<file path="src/rtl/mips_pkg.sv">
// Shared MIPS constants, instruction field layout and the J-format target helper.
// Imported by the fetch stage, and by any later stage that needs opcode decoding.
package mips_pkg;

    typedef logic [31:0] instr_t;

    localparam instr_t      NOP_INSTR  = 32'h0000_0000;  // sll $0,$0,0
    localparam logic [31:0] RESET_PC   = 32'h0000_0000;

    localparam logic [5:0]  OPC_RTYPE  = 6'h00;
    localparam logic [5:0]  OPC_J      = 6'h02;
    localparam logic [5:0]  OPC_BEQ    = 6'h04;

    localparam int          OPCODE_MSB = 31;
    localparam int          OPCODE_LSB = 26;
    localparam int          OPCODE_W   = OPCODE_MSB - OPCODE_LSB + 1;
    localparam int          TARGET_W   = 26;

    function automatic logic [OPCODE_W-1:0] opcode_of(instr_t instr);
        return OPCODE_W'(instr >> OPCODE_LSB);
    endfunction

    // J-format target: upper nibble of the delay-slot PC, 26-bit word index shifted to bytes.
    function automatic logic [31:0] jump_target(logic [31:0] pc_plus4, instr_t instr);
        logic [31:0] target_mask;
        target_mask = (32'd1 << TARGET_W) - 32'd1;
        return (pc_plus4 & 32'hF000_0000) | ((instr & target_mask) << 2);
    endfunction

endpackage

</file>
<file path="src/rtl/if_stage_if.sv">
// Signal bundle between the fetch stage and the rest of the core (hazard unit, control, imem, ID).
// No valid/ready handshake: every input is sampled on the rising clk edge; imem_rdata is a combinational read of imem_addr.
interface if_stage_if #(
    parameter int PC_WIDTH = 32
);
    logic                stall;
    logic                branch_taken;
    logic [PC_WIDTH-1:0] branch_target;
    logic                jump;
    logic                if_flush;

    logic [PC_WIDTH-1:0] imem_addr;
    logic [31:0]         imem_rdata;

    logic [PC_WIDTH-1:0] pc;
    logic [31:0]         ifid_instr;
    logic [PC_WIDTH-1:0] ifid_pc_plus4;
    logic                ifid_valid;
    logic [31:0]         fetch_count;
    logic [15:0]         flush_count;

    // Fetch-stage side
    modport master (
        input  stall, branch_taken, branch_target, jump, if_flush, imem_rdata,
        output imem_addr, pc, ifid_instr, ifid_pc_plus4, ifid_valid,
               fetch_count, flush_count
    );

    // Environment side: hazard unit, control unit, instruction memory, decode
    modport slave (
        output stall, branch_taken, branch_target, jump, if_flush, imem_rdata,
        input  imem_addr, pc, ifid_instr, ifid_pc_plus4, ifid_valid,
               fetch_count, flush_count
    );

endinterface

</file>
<file path="src/rtl/pc_next_sel.sv">
// Next-PC priority mux: stall > jump > taken branch > sequential.
// load_en_o is low only while stalled; the IF/ID register shares it.
module pc_next_sel #(
    parameter int PC_WIDTH = 32
) (
    input  logic                stall_i,
    input  logic                jump_i,
    input  logic                branch_taken_i,
    input  logic [PC_WIDTH-1:0] pc_i,
    input  logic [PC_WIDTH-1:0] pc_plus4_i,
    input  logic [PC_WIDTH-1:0] jump_target_i,
    input  logic [PC_WIDTH-1:0] branch_target_i,
    output logic [PC_WIDTH-1:0] next_pc_o,
    output logic                load_en_o
);

    logic [PC_WIDTH-1:0] branch_aligned;

    // Branch targets are word aligned; the two low bits are discarded.
    assign branch_aligned = branch_target_i & ~PC_WIDTH'(3);

    always_comb begin
        next_pc_o = pc_plus4_i;
        load_en_o = 1'b1;
        if (stall_i) begin
            next_pc_o = pc_i;
            load_en_o = 1'b0;
        end else if (jump_i) begin
            next_pc_o = jump_target_i;
        end else if (branch_taken_i) begin
            next_pc_o = branch_aligned;
        end
    end

endmodule

</file>
<file path="src/rtl/if_stage.sv">
// Instruction-fetch stage: PC register, next-PC selection, IF/ID pipeline register and fetch/flush counters.
// imem_addr comes straight from the PC flop, so redirect/stall inputs never reach it combinationally.
module if_stage #(
    parameter int                  PC_WIDTH  = 32,
    parameter logic [PC_WIDTH-1:0] RESET_PC  = PC_WIDTH'(mips_pkg::RESET_PC),
    parameter logic [31:0]         NOP_INSTR = mips_pkg::NOP_INSTR
) (
    input  logic       clk,
    input  logic       rst_n,
    if_stage_if.master bus
);
    import mips_pkg::*;

    logic [PC_WIDTH-1:0] pc_q, pc_d;
    logic [PC_WIDTH-1:0] pc_plus4;
    logic [PC_WIDTH-1:0] jump_tgt;
    logic                load_en;

    logic [31:0]         ifid_instr_q, ifid_instr_d;
    logic [PC_WIDTH-1:0] ifid_pc_plus4_q, ifid_pc_plus4_d;
    logic                ifid_valid_q, ifid_valid_d;
    logic [31:0]         fetch_count_q, fetch_count_d;
    logic [15:0]         flush_count_q, flush_count_d;

    assign pc_plus4 = pc_q + PC_WIDTH'(4);

    // The jump sits in ID, so its target is built from the IF/ID copy, not the fetch PC.
    assign jump_tgt = PC_WIDTH'(jump_target(32'(ifid_pc_plus4_q), ifid_instr_q));

    pc_next_sel #(
        .PC_WIDTH (PC_WIDTH)
    ) u_pc_next_sel (
        .stall_i         (bus.stall),
        .jump_i          (bus.jump),
        .branch_taken_i  (bus.branch_taken),
        .pc_i            (pc_q),
        .pc_plus4_i      (pc_plus4),
        .jump_target_i   (jump_tgt),
        .branch_target_i (bus.branch_target),
        .next_pc_o       (pc_d),
        .load_en_o       (load_en)
    );

    always_comb begin
        ifid_instr_d    = ifid_instr_q;
        ifid_pc_plus4_d = ifid_pc_plus4_q;
        ifid_valid_d    = ifid_valid_q;
        fetch_count_d   = fetch_count_q;
        flush_count_d   = flush_count_q;
        if (load_en) begin
            if (bus.if_flush) begin
                ifid_instr_d    = NOP_INSTR;
                ifid_pc_plus4_d = '0;
                ifid_valid_d    = 1'b0;
                if (flush_count_q != 16'hFFFF) begin
                    flush_count_d = flush_count_q + 16'd1;
                end
            end else begin
                ifid_instr_d    = bus.imem_rdata;
                ifid_pc_plus4_d = pc_plus4;
                ifid_valid_d    = 1'b1;
                fetch_count_d   = fetch_count_q + 32'd1;
            end
        end
    end

    always_ff @(posedge clk or negedge rst_n) begin
        if (!rst_n) begin
            pc_q            <= RESET_PC;
            ifid_instr_q    <= NOP_INSTR;
            ifid_pc_plus4_q <= '0;
            ifid_valid_q    <= 1'b0;
            fetch_count_q   <= '0;
            flush_count_q   <= '0;
        end else begin
            pc_q            <= pc_d;
            ifid_instr_q    <= ifid_instr_d;
            ifid_pc_plus4_q <= ifid_pc_plus4_d;
            ifid_valid_q    <= ifid_valid_d;
            fetch_count_q   <= fetch_count_d;
            flush_count_q   <= flush_count_d;
        end
    end

    assign bus.imem_addr     = pc_q;
    assign bus.pc            = pc_q;
    assign bus.ifid_instr    = ifid_instr_q;
    assign bus.ifid_pc_plus4 = ifid_pc_plus4_q;
    assign bus.ifid_valid    = ifid_valid_q;
    assign bus.fetch_count   = fetch_count_q;
    assign bus.flush_count   = flush_count_q;

endmodule

</file>
<file path="src/flat_wrapper.sv">
// flat-port wrapper written by rule: the top's interface ports become plain ports
module if_stage_flat import mips_pkg::*;
#(
    parameter int                  PC_WIDTH  = 32,
    parameter logic [PC_WIDTH-1:0] RESET_PC  = PC_WIDTH'(mips_pkg::RESET_PC),
    parameter logic [31:0]         NOP_INSTR = mips_pkg::NOP_INSTR
)
  (clk, rst_n, bus_stall, bus_branch_taken, bus_branch_target, bus_jump, bus_if_flush, bus_imem_rdata, bus_imem_addr, bus_pc, bus_ifid_instr, bus_ifid_pc_plus4, bus_ifid_valid, bus_fetch_count, bus_flush_count);
  if_stage_if #(.PC_WIDTH(PC_WIDTH)) bus_i ();
  input  logic clk;
  input  logic rst_n;
  input wire logic [$bits(bus_i.stall)-1:0] bus_stall;
  input wire logic [$bits(bus_i.branch_taken)-1:0] bus_branch_taken;
  input wire logic [$bits(bus_i.branch_target)-1:0] bus_branch_target;
  input wire logic [$bits(bus_i.jump)-1:0] bus_jump;
  input wire logic [$bits(bus_i.if_flush)-1:0] bus_if_flush;
  input wire logic [$bits(bus_i.imem_rdata)-1:0] bus_imem_rdata;
  output wire logic [$bits(bus_i.imem_addr)-1:0] bus_imem_addr;
  output wire logic [$bits(bus_i.pc)-1:0] bus_pc;
  output wire logic [$bits(bus_i.ifid_instr)-1:0] bus_ifid_instr;
  output wire logic [$bits(bus_i.ifid_pc_plus4)-1:0] bus_ifid_pc_plus4;
  output wire logic [$bits(bus_i.ifid_valid)-1:0] bus_ifid_valid;
  output wire logic [$bits(bus_i.fetch_count)-1:0] bus_fetch_count;
  output wire logic [$bits(bus_i.flush_count)-1:0] bus_flush_count;
  assign bus_i.stall = bus_stall;
  assign bus_i.branch_taken = bus_branch_taken;
  assign bus_i.branch_target = bus_branch_target;
  assign bus_i.jump = bus_jump;
  assign bus_i.if_flush = bus_if_flush;
  assign bus_i.imem_rdata = bus_imem_rdata;
  assign bus_imem_addr = bus_i.imem_addr;
  assign bus_pc = bus_i.pc;
  assign bus_ifid_instr = bus_i.ifid_instr;
  assign bus_ifid_pc_plus4 = bus_i.ifid_pc_plus4;
  assign bus_ifid_valid = bus_i.ifid_valid;
  assign bus_fetch_count = bus_i.fetch_count;
  assign bus_flush_count = bus_i.flush_count;
  if_stage #(.PC_WIDTH(PC_WIDTH), .RESET_PC(RESET_PC), .NOP_INSTR(NOP_INSTR)) u_core (.clk(clk), .rst_n(rst_n), .bus(bus_i));
endmodule
</file>
<file path="config.mk">
export PLATFORM = sky130hd
export DESIGN_NAME = if_stage_flat
export DESIGN_NICKNAME = d
export VERILOG_FILES = /design/src/rtl/mips_pkg.sv /design/src/rtl/if_stage_if.sv /design/src/rtl/pc_next_sel.sv /design/src/rtl/if_stage.sv /design/src/flat_wrapper.sv
export SDC_FILE = /design/constraint.sdc
export NUM_CORES = 1
export LEC_CHECK = 0
export BUFFER_PORTS_ARGS = -buffer_cell sky130_fd_sc_hd__buf_2
export CORE_UTILIZATION = 45
export DETAILED_ROUTE_END_ITERATION = 10
export PLACE_DENSITY_LB_ADDON = 0.3
export SLEW_MARGIN = 10
export SYNTH_ARGS = -nofsm -noshare
export SYNTH_HDL_FRONTEND = slang
export SYNTH_HIERARCHICAL = 1
export SYNTH_SLANG_ARGS = --single-unit
</file>
<file path="constraint.sdc">
create_clock -name clk -period 2.4 [get_ports clk]
set_input_delay 0.12 -clock clk [delete_from_list [all_inputs] [get_ports clk]]
set_output_delay 0.12 -clock clk [all_outputs]
set_load 0.02 [all_outputs]
</file>
==> results.md <==
- Core region area: between 15,000 and 20,000 um^2
- Final HPWL DP: between 15,000 and 20,000 um
- Maximum root-to-sink buffer count: 2
- Final Routed Wirelength: approximately 22,000 um
- Peak supply drop: ~0.67 mV
- Status: complete, no violations
- Synthesis-to-finish area growth: 29.6%
- Detailed-route wire length per cell: roughly 18 um
- Pin count of the biggest net entering global routing: between 80 and 90
- Clock edge transition at the registers on the reported setup and hold paths: approximately 0.06 ns
- # Max-Cap Violations: 0
- Post-detailed-route count of antenna-violating nets: 0
- Number of iterations in the first detailed-routing pass: 5
- Max Clock Skew: about 0.012 ns
- Final clock period utilization by the worst path: 92.4%
- Floorplan die height: about 130 um
- Commonest cells post-synth: sky130_fd_sc_hd__dfrtp_1 (145), sky130_fd_sc_hd__nor2b_1 (67), sky130_fd_sc_hd__xnor2_1 (40)
- Worst endpoint required time: approximately 2.7 ns
- Tightest Hold Check Type: input port to register
- Number of cell rows: 47
- Lkg Pwr: 0.00487 uW
- Avg Inst Size Synth: 10.5 um^2
- Hold path start: bus_branch_target[24]
- Category of the worst setup path capture point: register
- Die width: 134 um
- Count of different cell masters after synthesis: 56
- Dominant combinational cell family by area after synthesis: simple AND/OR/NAND/NOR gates
- Post-Place Cell Area: around 9000 um^2
- Power density cells: ~800 nW/um^2
- Yosys warns: 6
- WP data arrival: roughly 2.5 ns
- Sequential element share of the synthesized area: 46.5%
- Drt initial violations: approximately 500
- Startpoint Class: register
- Global-route wire length before repair: ~35,000 um
- Mux contribution to synthesized area: 3.99%
- Timing startpoint of the critical path: u_core/bus.imem_addr[8]$_DFF_PN0_
- RSZ-0062 raised after global routing: false
- Number of enable-type register cells in the synthesized netlist: 0
- Count of buffers from port buffering: ~240
- Highest net fanout along the worst path: 11
- DRC violations left: 0
- Count of state elements after synthesis: ~150
- Post-route setup TNS: 0 ns
- H-Tree Level Count: 4
- GRT Resource Usage Total: about a quarter
- CTS tree: yes
- Largest area contributor in the synthesized netlist: sky130_fd_sc_hd__dfrtp_1
- Worst Max-Slew Pin Slew: 0.828 ns
- Adder-cell share of the synthesized area: 0.481%
- Share of final-layout standard cells stronger than drive strength 1: ~36%
- Sink count of the clock tree: around 150
- Clock buffer count from CTS: 17
- Compound-cell area share of the yosys netlist: between 10% and 20%
- Number of antenna violations at the first check in global routing: 2
- Cell count after synthesis: between 700 and 800
- Area of all placed cells without fillers: 10,100 um^2
- Most used DFF post-synth: sky130_fd_sc_hd__dfrtp_1
- Clock latency reported for the late side of the worst-skew pair: approximately 0.42 ns
- Critical path type: register to register
- Post-CTS setup buffer count: 0
- Slew headroom: between 40% and 50%
- Master cell of the clock root buffer: sky130_fd_sc_hd__clkbuf_16
- Global placer's final weighted congestion: roughly 0.8
- Share of synthesized cell area in and, or, nand and nor gates: 21.0%
- Fraction of registers with async set or reset after synthesis: 100%
- Fraction of synthesized cell area in xor and xnor cells: about 8.1%
- Final critical-path required period: about 2.2 ns
- Syn Std Cell Area: 7800 um^2
- Launching point of the worst reg2reg path: u_core/bus.imem_addr[8]$_DFF_PN0_
- Final setup violation count: 0
- Die outline area: roughly 18,000 um^2
- Highest attainable clock frequency: 451 MHz
- # IOs: about 250
- Remaining global-route overflow: 0
- Via/cell ratio: approximately 5.5
- Number of hold violations in the final report: 0
- Final Max Slew Viols: 0
- Net total in the final layout: 1,074
- Library cell with the highest instance count after synthesis: sky130_fd_sc_hd__dfrtp_1
- Initial Util: between 40% and 50%
- Via count of the first global-routing pass: about 6,400
- Hold Worst Slack: between 0.04 and 0.05 ns
- Count of vias placed by the detailed router: around 6,800
- Portion of synthesized cell area occupied by the leading cell type: between 40% and 50%
- Area contributors post-synth: sky130_fd_sc_hd__dfrtp_1 (47%), sky130_fd_sc_hd__nor2b_1 (5.4%), sky130_fd_sc_hd__xnor2_1 (4.5%), sky130_fd_sc_hd__a31o_2 (4.0%), sky130_fd_sc_hd__mux2i_1 (3.8%)
==> cells by family after synthesis <==
kind of cell / Yosys count
compound gates: 118
mux: 31
simple gates: 280
flops: 145
xor+xnor: 72
fa+ha+maj: 3
other cells: 1
buf+inv: 93
==> final cells by class <==
type,instances,area (um^2)
Antenna cell,2,5.00
Clock buffer,19,453
Clock inverter,13,184
Fill cell,1439,6650
Inverter,13,48.8
Multi-Input combinational cell,506,3630
Sequential cell,145,3630
Tap cell,220,275
Timing Repair Buffer,318,1880
==> through the flow <==
stage               power (uW)  util, %  worst slack (ns)  cells
detailed placement        5070     54.5             0.217   1169
floorplan                 4360        -            0.0752    744
global route              8290     60.3            0.0534   1235
global placement          5040     54.5             0.296   1169
CTS                       7990     60.2             0.200   1234
finish                    7940     60.3             0.182   1236
==> flip-flops by register name, summed over array words and instances (netlist names) <==
signal and cells:
u_core/bus.ifid_pc_plus4 32, u_core/bus.ifid_valid 1, u_core/bus.flush_count 16, u_core/bus.fetch_count 32, u_core/bus.ifid_instr 32, u_core/bus.imem_addr 32
==> routing by layer <==
layer	GRT usage [%]	vias to the layer above	wire length, um
met5	0	-	0
met4	6.76	0	291
met3	6.51	16	1430
met2	38.5	269	10300
met1	34.3	3285	9940
li1	-	3212	-
==> placed cells by master, fill, tap and decap left out, drive strengths merged, types with 2 or more instances in the layout <==
cell type and n:
nand3 35, nand4 23, and3 14, xnor2 40, clkbuf 19, nor4 17, inv 14, or4 3
or3 2, nor3b 30, nand2b 2, ha 3, and4 6, a22o 13, or3b 2, dlygate4sd3 33
a2bb2oi 2, and2 2, nor2 23, a211oi 31, mux2i 30, dfrtp 145, nand4b 2, nor2b 67
diode 2, a221o 10, buf 285, nand2 32, o211ai 2, a21oi 5, xor2 32, o31ai 3
bufinv 4, clkinvlp 3, clkinv 5, a31o 36, nor3 18, conb 2, a31oi 6
==> power by group <==
group / switching (uW) / internal [uW] / total, uW
clock network: 1060 / 1800 / 2860
registers: 329 / 2740 / 3070
logic: 1230 / 786 / 2020
==> worst paths after layout <==
check                                                              end  slack [ns]  depth (start not counted)
worst max-delay path                u_core/bus.imem_addr[22]$_DFF_PN0_        0.18                          8
worst max register to register      u_core/bus.imem_addr[22]$_DFF_PN0_        0.18                          8
worst min register to register  u_core/bus.fetch_count[31]$_DFFE_PN0P_        0.46                          1
max in group asynchronous        u_core/bus.ifid_instr[30]$_DFFE_PN0P_        1.29                          3
worst min-delay path                u_core/bus.imem_addr[24]$_DFF_PN0_        0.05                          3
min in group asynchronous        u_core/bus.ifid_instr[31]$_DFFE_PN0P_        0.33                          2
==> what timing repair did <==
item,4_1_cts,5_1_grt
endpoints found under the hold margin,107,0
hold buffers,33,0
gates resized for setup,0,1
setup endpoints to repair,0,1
==> worst max-delay path: stages, from the launching register on <==
cell and delay (ns):
sky130_fd_sc_hd__dfrtp_1 0.43, sky130_fd_sc_hd__nand3_1 0.17, sky130_fd_sc_hd__buf_4 0.20, sky130_fd_sc_hd__nor4_1 0.30, sky130_fd_sc_hd__buf_4 0.24, sky130_fd_sc_hd__and3_1 0.22
sky130_fd_sc_hd__xor2_1 0.21, sky130_fd_sc_hd__mux2i_1 0.10, sky130_fd_sc_hd__a211oi_1 0.25
Note: power is estimated with default switching activity, not from simulation.
